`src/rtl/alu_seq.sv`:
```
// Registered ALU with start/ready/done handshake. Logic and shift ops finish in one cycle.
// Signed mul and div run one bit per cycle on magnitudes, followed by a sign-fix step.
module alu_seq #(
  parameter int WIDTH = 32
) (
  input  logic                 clock,
  input  logic                 clear,
  input  logic                 start,
  input  logic [4:0]           opcode,
  input  logic [WIDTH-1:0]     A,
  input  logic [WIDTH-1:0]     B,
  output logic                 ready,
  output logic                 done,
  output logic [2*WIDTH-1:0]   result,
  output logic                 overflow,
  output logic                 zero,
  output logic                 div_by_zero
);
  localparam int SHW = $clog2(WIDTH);

  localparam logic [4:0] OP_ADD  = 5'b00011;
  localparam logic [4:0] OP_SUB  = 5'b00100;
  localparam logic [4:0] OP_AND  = 5'b00101;
  localparam logic [4:0] OP_OR   = 5'b00110;
  localparam logic [4:0] OP_SHR  = 5'b00111;
  localparam logic [4:0] OP_SHRA = 5'b01000;
  localparam logic [4:0] OP_SHL  = 5'b01001;
  localparam logic [4:0] OP_ROR  = 5'b01010;
  localparam logic [4:0] OP_ROL  = 5'b01011;
  localparam logic [4:0] OP_MUL  = 5'b01111;
  localparam logic [4:0] OP_DIV  = 5'b10000;
  localparam logic [4:0] OP_NEG  = 5'b10001;
  localparam logic [4:0] OP_NOT  = 5'b10010;

  typedef enum logic [1:0] {IDLE, ITER, FIX} state_t;
  state_t state, state_next;

  logic [SHW-1:0]     count;
  logic               is_div, neg_res, neg_rem;
  logic [WIDTH-1:0]   opnd;
  logic [WIDTH:0]     hi;
  logic [WIDTH-1:0]   lo;

  logic [SHW-1:0]     shamt;
  logic [2*WIDTH-1:0] rot_r, rot_l;
  logic [WIDTH-1:0]   sc_lo, sc_hi, a_mag, b_mag;
  logic               sc_ov, sc_legal, sc_dbz, iter_op;
  logic [WIDTH:0]     mul_sum, div_shift, div_diff;
  logic [2*WIDTH-1:0] prod, fix_res;
  logic [WIDTH-1:0]   quo, rem;

  // Single-cycle datapath and operand magnitudes
  always_comb begin
    shamt    = B[SHW-1:0];
    rot_r    = {A, A} >> shamt;
    rot_l    = {A, A} << shamt;
    a_mag    = A[WIDTH-1] ? -A : A;
    b_mag    = B[WIDTH-1] ? -B : B;
    sc_lo    = '0;
    sc_hi    = '0;
    sc_ov    = 1'b0;
    sc_legal = 1'b1;
    sc_dbz   = 1'b0;
    iter_op  = 1'b0;
    case (opcode)
      OP_ADD: begin
        sc_lo = A + B;
        sc_ov = (A[WIDTH-1] == B[WIDTH-1]) && (sc_lo[WIDTH-1] != A[WIDTH-1]);
      end
      OP_SUB: begin
        sc_lo = A - B;
        sc_ov = (A[WIDTH-1] != B[WIDTH-1]) && (sc_lo[WIDTH-1] != A[WIDTH-1]);
      end
      OP_AND:  sc_lo = A & B;
      OP_OR:   sc_lo = A | B;
      OP_SHR:  sc_lo = A >> shamt;
      OP_SHRA: sc_lo = $signed(A) >>> shamt;
      OP_SHL:  sc_lo = A << shamt;
      OP_ROR:  sc_lo = rot_r[WIDTH-1:0];
      OP_ROL:  sc_lo = rot_l[2*WIDTH-1:WIDTH];
      OP_NEG:  sc_lo = -A;
      OP_NOT:  sc_lo = ~A;
      OP_MUL:  iter_op = 1'b1;
      OP_DIV: begin
        if (B == '0) begin
          sc_lo  = '1;
          sc_hi  = A;
          sc_dbz = 1'b1;
        end else begin
          iter_op = 1'b1;
        end
      end
      default: sc_legal = 1'b0;
    endcase
  end

  // One iteration step for each algorithm, plus the final sign correction
  always_comb begin
    mul_sum   = hi + (lo[0] ? {1'b0, opnd} : '0);
    div_shift = {hi[WIDTH-1:0], lo[WIDTH-1]};
    div_diff  = div_shift - {1'b0, opnd};
    prod      = {hi[WIDTH-1:0], lo};
    quo       = neg_res ? -lo : lo;
    rem       = neg_rem ? -hi[WIDTH-1:0] : hi[WIDTH-1:0];
    if (is_div) fix_res = {rem, quo};
    else        fix_res = neg_res ? -prod : prod;
  end

  always_comb begin
    state_next = state;
    ready      = (state == IDLE);
    case (state)
      IDLE: if (start && iter_op) state_next = ITER;
      ITER: if (count == SHW'(WIDTH - 1)) state_next = FIX;
      FIX:  state_next = IDLE;
      default: state_next = IDLE;
    endcase
  end

  always_ff @(posedge clock or posedge clear) begin
    if (clear) state <= IDLE;
    else       state <= state_next;
  end

  always_ff @(posedge clock or posedge clear) begin
    if (clear) begin
      count       <= '0;
      is_div      <= 1'b0;
      neg_res     <= 1'b0;
      neg_rem     <= 1'b0;
      opnd        <= '0;
      hi          <= '0;
      lo          <= '0;
      done        <= 1'b0;
      result      <= '0;
      overflow    <= 1'b0;
      zero        <= 1'b0;
      div_by_zero <= 1'b0;
    end else begin
      done <= 1'b0;
      case (state)
        IDLE: begin
          if (start && iter_op) begin
            is_div  <= (opcode == OP_DIV);
            neg_res <= A[WIDTH-1] ^ B[WIDTH-1];
            neg_rem <= A[WIDTH-1];
            opnd    <= (opcode == OP_DIV) ? b_mag : a_mag;
            lo      <= (opcode == OP_DIV) ? a_mag : b_mag;
            hi      <= '0;
            count   <= '0;
          end else if (start) begin
            done        <= 1'b1;
            result      <= {sc_hi, sc_lo};
            overflow    <= sc_ov;
            zero        <= sc_legal && ({sc_hi, sc_lo} == '0);
            div_by_zero <= sc_dbz;
          end
        end
        ITER: begin
          count <= count + 1'b1;
          if (is_div) begin
            // Restoring step: keep the difference only when it did not go negative
            hi <= div_diff[WIDTH] ? div_shift : div_diff;
            lo <= {lo[WIDTH-2:0], ~div_diff[WIDTH]};
          end else begin
            hi <= {1'b0, mul_sum[WIDTH:1]};
            lo <= {mul_sum[0], lo[WIDTH-1:1]};
          end
        end
        FIX: begin
          done        <= 1'b1;
          result      <= fix_res;
          overflow    <= 1'b0;
          zero        <= (fix_res == '0);
          div_by_zero <= 1'b0;
        end
        default: ;
      endcase
    end
  end
endmodule

```
`config.mk`:
```
export PLATFORM = sky130hd
export DESIGN_NAME = alu_seq
export DESIGN_NICKNAME = d
export VERILOG_FILES = /design/src/rtl/alu_seq.sv
export SDC_FILE = /design/constraint.sdc
export NUM_CORES = 2
export LEC_CHECK = 0
export BUFFER_PORTS_ARGS = -buffer_cell sky130_fd_sc_hd__buf_4
export CAP_MARGIN = 20
export CORE_MARGIN = 5
export CORE_UTILIZATION = 35
export CTS_CLUSTER_DIAMETER = 100
export DETAILED_ROUTE_END_ITERATION = 8
export SYNTH_ARGS = -nofsm -noshare
export SYNTH_HDL_FRONTEND = slang
export SYNTH_SLANG_ARGS = --single-unit
export TNS_END_PERCENT = 5
```
`constraint.sdc`:
```
create_clock -name clock -period 4.6 [get_ports clock]
set_input_delay 0.23 -clock clock [delete_from_list [all_inputs] [get_ports clock]]
set_output_delay 0.23 -clock clock [all_outputs]
set_load 0.05 [all_outputs]
```
After elaboration in Yosys (flattened, before gate mapping)

Cells that the tools add are included.

Register bits after elaboration: 175
Latch bits: 0
RAM bits: 0
Bits in read-only memories: 0
Input bits: 72
Word-level logic and storage cells: 118
Memories: 0

Add/sub/neg operators: 10
$mul: 0
Divide/modulo/power cells: 0
Magnitude comparators: 0
Equality and inequality tests: 24
Shift-type cells: 5
Mux-type cells: 46
Bitwise gates (word level): 5
Reduce and logical (&&, ||, !) cells: 15

Operators by type and width:

| kind               | number |
|---|---|
| $mux 32            | 12 |
| $pmux 32 s12       | 1 |
| $mux 64            | 4 |
| $logic_not 64->1   | 2 |
| $neg 32->32        | 4 |
| $pmux 64 s2        | 1 |
| $mux 33            | 3 |
| $pmux 33 s2        | 1 |
| $neg 64->64        | 1 |
| $pmux 32 s2        | 1 |
| $shl 64x5->64      | 1 |
| $shr 64x5->32      | 1 |
| $add 33x32->33     | 1 |
| $sub 33x32->33     | 1 |
| $add 32x32->32     | 1 |
| $and 32x32->32     | 1 |
| $logic_not 32->1   | 1 |
| $not 32->32        | 1 |
| $or 32x32->32      | 1 |
| $shl 32x5->32      | 1 |
| $shr 32x5->32      | 1 |
| $sshr 32x5->32     | 1 |
| $sub 32x32->32     | 1 |
| $eq 5x4->1 const B | 5 |
| 24 further kinds   | 57 |

Logic depth before layout (Yosys ltp)

Word-level depth: 8
Mapped depth: 22

Worst setup path after synthesis

OpenSTA, ideal clock, no wires.

Kind: reg-to-reg
Start point: register lo[31]
End point: register hi[17]
Data arrival time: 4300 ps
Required time: 4464 ps
Slack: 164 ps
Stages on the path, launching flop included: 22
Buffers on the path: 3
Path through: dfrtp_1 inv_1 ha_1 inv_1 fa_1 a211oi_1 o21ai_0 or3b_2 a311oi_1 a21oi_1 o211ai_1 a41oi_1 nor2b_1 o21ai_0 nand2b_1 ha_1 clkbuf_1 clkbuf_1 clkbuf_1 nor2_1 a221oi_1 o21ai_0

Word-level cells in the longest chain between the ends: 4

RTL lines:

| element                | RTL line | RTL |
|---|---|---|
| start, declared        | 42       | `logic [WIDTH-1:0] lo;` |
| start signal, assigned | 148      | `lo <= (opcode == OP_DIV) ? a_mag : b_mag;` |
| start signal, assigned | 164      | `lo <= {lo[WIDTH-2:0], ~div_diff[WIDTH]};` |
| start signal, assigned | 167      | `lo <= {mul_sum[0], lo[WIDTH-1:1]};` |
| $sub 33x32->33         | 101      | `div_diff = div_shift - {1'b0, opnd};` |
| $mux 33                | 163      | `hi <= div_diff[WIDTH] ? div_shift : div_diff;` |
| $mux 33                | 161      | `if (is_div) begin` |
| $pmux 33 s2            | 141      | `case (state)` |
| end signal, assigned   | 163      |  |
| end signal, assigned   | 166      | `hi <= {1'b0, mul_sum[WIDTH:1]};` |
| end, declared          | 41       | `logic [WIDTH:0] hi;` |

No other way between the ends.
A chain may end at the register's enable or synchronous reset.

Worst setup path after layout

Start point: register lo[31]
End point: register hi[20]

The elaborated chain is that of the path after synthesis.

==> metrics <==
status completed; Post-Syn Area ~28,000 µm²; DR vias/cell around 6.6; Worst Max-Slew Pin Slew between 1 and 1.5 ns; postcts setup bufs 0; Pwr per Cell Area 448 nW/µm²; DIE WIDTH between 200 and 300 µm; Setup violations, final 0; 1st-iter DRT viols ~4,600; CTS Buf Count 17; largest area contributor in the netlist dfrtp_1; Hold WC Path Type in2reg; Post-Synthesis Net Count 3,938; first-pass GRT wire length about 210,000 µm; Overall Power 14.2 mW; final setup margin approximately 0.25 ns; Initial Utilization 35.3%; DRC errors left 0; final hold vios 0; Overflow after GRT 0; Sw Ratio a little over half; Layout Nets a little over 4,000; most frequent cells in the layout buf_4 (429), nand2_1 (331), nor2_1 (325); Critical Path AT approximately 4.7 ns; Power Internal 6.61 mW; Post-Route Skew approximately 0.025 ns; Final ANT Viol Nets 0; Worst-Skew Late Latency around 0.47 ns; R2R depth 20; sequential power share roughly a fifth; vias in the first global route between 20,000 and 30,000; number of synthesized flops with an enable pin 0; Row Count 103; worst hold slack 0.172 ns; #FFs+latches synth around 180; clk buf depth 2; total wire length between 100,000 and 150,000 µm; Critical Path Fanout Max 28; VDD IR max around 0.00038 V; GRT Total Usage around a third; die area between 80,000 and 90,000 µm²; RR Endpoint hi[20]; post-DP HPWL approximately 120,000 µm; CTS tree done; Critical Path Source lo[31]; drt wl/cell 30.6 µm; max_cap viols 0; placed cell count 4,867; Ys Warns 0; most common flop cell mapped by yosys dfrtp_1; clk slew on worst S/H paths 0.08 ns; Max-slew headroom about 22%; Die Ht a little under 300 µm; router iterations before antenna repair 6; Final Non-Filler Cells a little under 5,000; H-tree lvl count 4; r2r startpoint lo[31]; post-route clock period utilization a little over nine tenths; number of antenna violations at the first check in global routing 6; Worst Setup Start Kind flop; synth-to-layout area growth 14.1%; Pleak ~13 nW; GP Congestion about 1.1; Final Max Tran Viols 0; commonest non-fill, non-tap cell in the layout buf_4; clock sink total 175; Setup Total Neg Slack 0 ns; IO Count 141; via count about 32,000; combinational power share ~70%; Crit. End Element flop; reg-to-reg slack, setup around 0.25 ns; synthesized instance count 3,685; FFs w/ async S/R, synth 100%; Crit Path Class reg2reg; Layout fillers just over 8,000; min cycle time layout 4.35 ns; post-synth top area share 15.7%; Distinct cells, synth between 100 and 150; share of total power in the clock network a little over a tenth; layout cell share with drive strength beyond 1 16.7%; root buffer cell clkbuf_16; switching power 7.61 mW; area of the multi-input gates 21,400 µm²; fraction of the yosys area taken by sequential cells between 15 and 20%; RSZ-0062 raised after global routing no; IO Port Bufs 140; Max Freq roughly 0.23 GHz; Setup crit end hi[20]; CORE AREA 78,900 µm²; CP required approximately 5 ns; syn avg cell area between 7 and 8 µm²; Synth area leaders dfrtp_1 (16%), ha_1 (8.0%), a21oi_1 (5.1%); Reg area about 4400 µm²; largest net degree at the start of global routing roughly 120; dpl ws 0.128 ns
cell families after synthesis:
logic type,Yosys count,synth area share (%)
and+or+nand+nor,1209,21.2
AOI/OAI and AO/OA,1205,28.7
buffers and inverters,470,7.46
muxes,249,12.4
xor gates and xnor gates,196,6.17
adders and majority gates,181,8.25
DFF,175,15.7
stage by stage:
stage	util, %	cell area, µm²
detailed placement	39.5	31100
finish	40.2	31700
global placement	39.4	31100
CTS	40.2	31700
global route	40.2	31700
floorplan	-	27800
worst min-delay path by stage:
stage	start	to	slack, ns	cells after the start
after global placement	result[49]	result[49]	0.46	2
after detailed placement	result[49]	result[49]	0.46	2
after floorplan	start	overflow	0.41	2
after global routing	A[26]	result[58]	0.17	3
final	A[26]	result[58]	0.17	3
after CTS	A[26]	result[58]	0.14	3
Yosys cell counts (all sizes together) (12+ instances only):
cell and instances:
a2111oi 17, a211o 20, a211oi 97, a21o 46, a21oi 285, a221o 17
a221oi 19, a22o 12, a22oi 55, a31oi 35, and2 18, and3 23
buf 93, clkbuf 212, dfrtp 175, ha 177, inv 159, mux2 49
mux2i 133, mux4 67, nand2 332, nand2b 43, nand3 95, nand4 38
nor2 331, nor2b 28, nor3 94, nor4 50, o2111ai 12, o211ai 38
o21a 30, o21ai 273, o21bai 22, o221ai 18, o22a 12, o22ai 33
o311ai 12, o31ai 42, o41ai 20, or2 17, or3 41, or4 34
xnor2 149, xor2 47
registers in the layout, indices dropped and copies added, names as in the netlist:
signal / count
done: 1
opnd: 32
neg_res: 1
overflow: 1
state: 2
is_div: 1
zero: 1
count: 5
lo: 32
div_by_zero: 1
neg_rem: 1
result: 64
hi: 33
critical path, stage by stage (launching register included):
cell and delay [ns]:
dfrtp_1 0.38, inv_1 0.06, ha_1 0.17, inv_1 0.06, fa_1 0.43, a211oi_2 0.28
o21ai_0 0.17, or3b_2 0.27, a311oi_1 0.11, a21oi_1 0.27, o211ai_1 0.19, a41oi_1 0.29
nor2b_1 0.07, o21ai_0 0.16, nand2b_1 0.08, ha_2 0.38, buf_12 0.19, a21bo_2 0.24
o21ai_0 0.09, a21oi_1 0.11, a22o_1 0.23
routing by layer:
| metal | vias to the layer above | track usage [%] | routed length, µm |
|---|---|---|---|
| li1 | 14072 | - | - |
| met5 | - | 0 | 27 |
| met2 | 2126 | 51.7 | 65600 |
| met4 | 4 | 15.0 | 8710 |
| met3 | 399 | 7.42 | 15700 |
| met1 | 15537 | 44.1 | 59900 |
power groups by stage:
stage / Combinational [mW] / Clock (mW) / Sequential [mW]
final: 9.90 / 1.54 / 2.78
after global routing: 10.6 / 1.61 / 2.85
after CTS: 9.69 / 1.55 / 2.76
after detailed placement: 9.62 / 0 / 2.78
after global placement: 9.62 / 0 / 2.77
after floorplan: 6.25 / 0 / 2.92
timing repair:
action / in CTS / in global routing
hold buffers: 1 / 0
gates resized for setup: 0 / 1
hold endpoints to repair: 39 / 0
endpoints found under the setup margin: 0 / 9
cell type report:
cell class | instances | share of cell area, %
well taps | 1050 | 4.14
clock buffers | 18 | 1.38
multi-input cells | 3040 | 67.5
clock inverters | 14 | 0.512
inverters | 164 | 1.95
diodes | 5 | 0.0394
repair buffers | 439 | 10.7
flip-flops and latches | 175 | 13.8
Note: power is estimated with default switching activity, not from simulation.
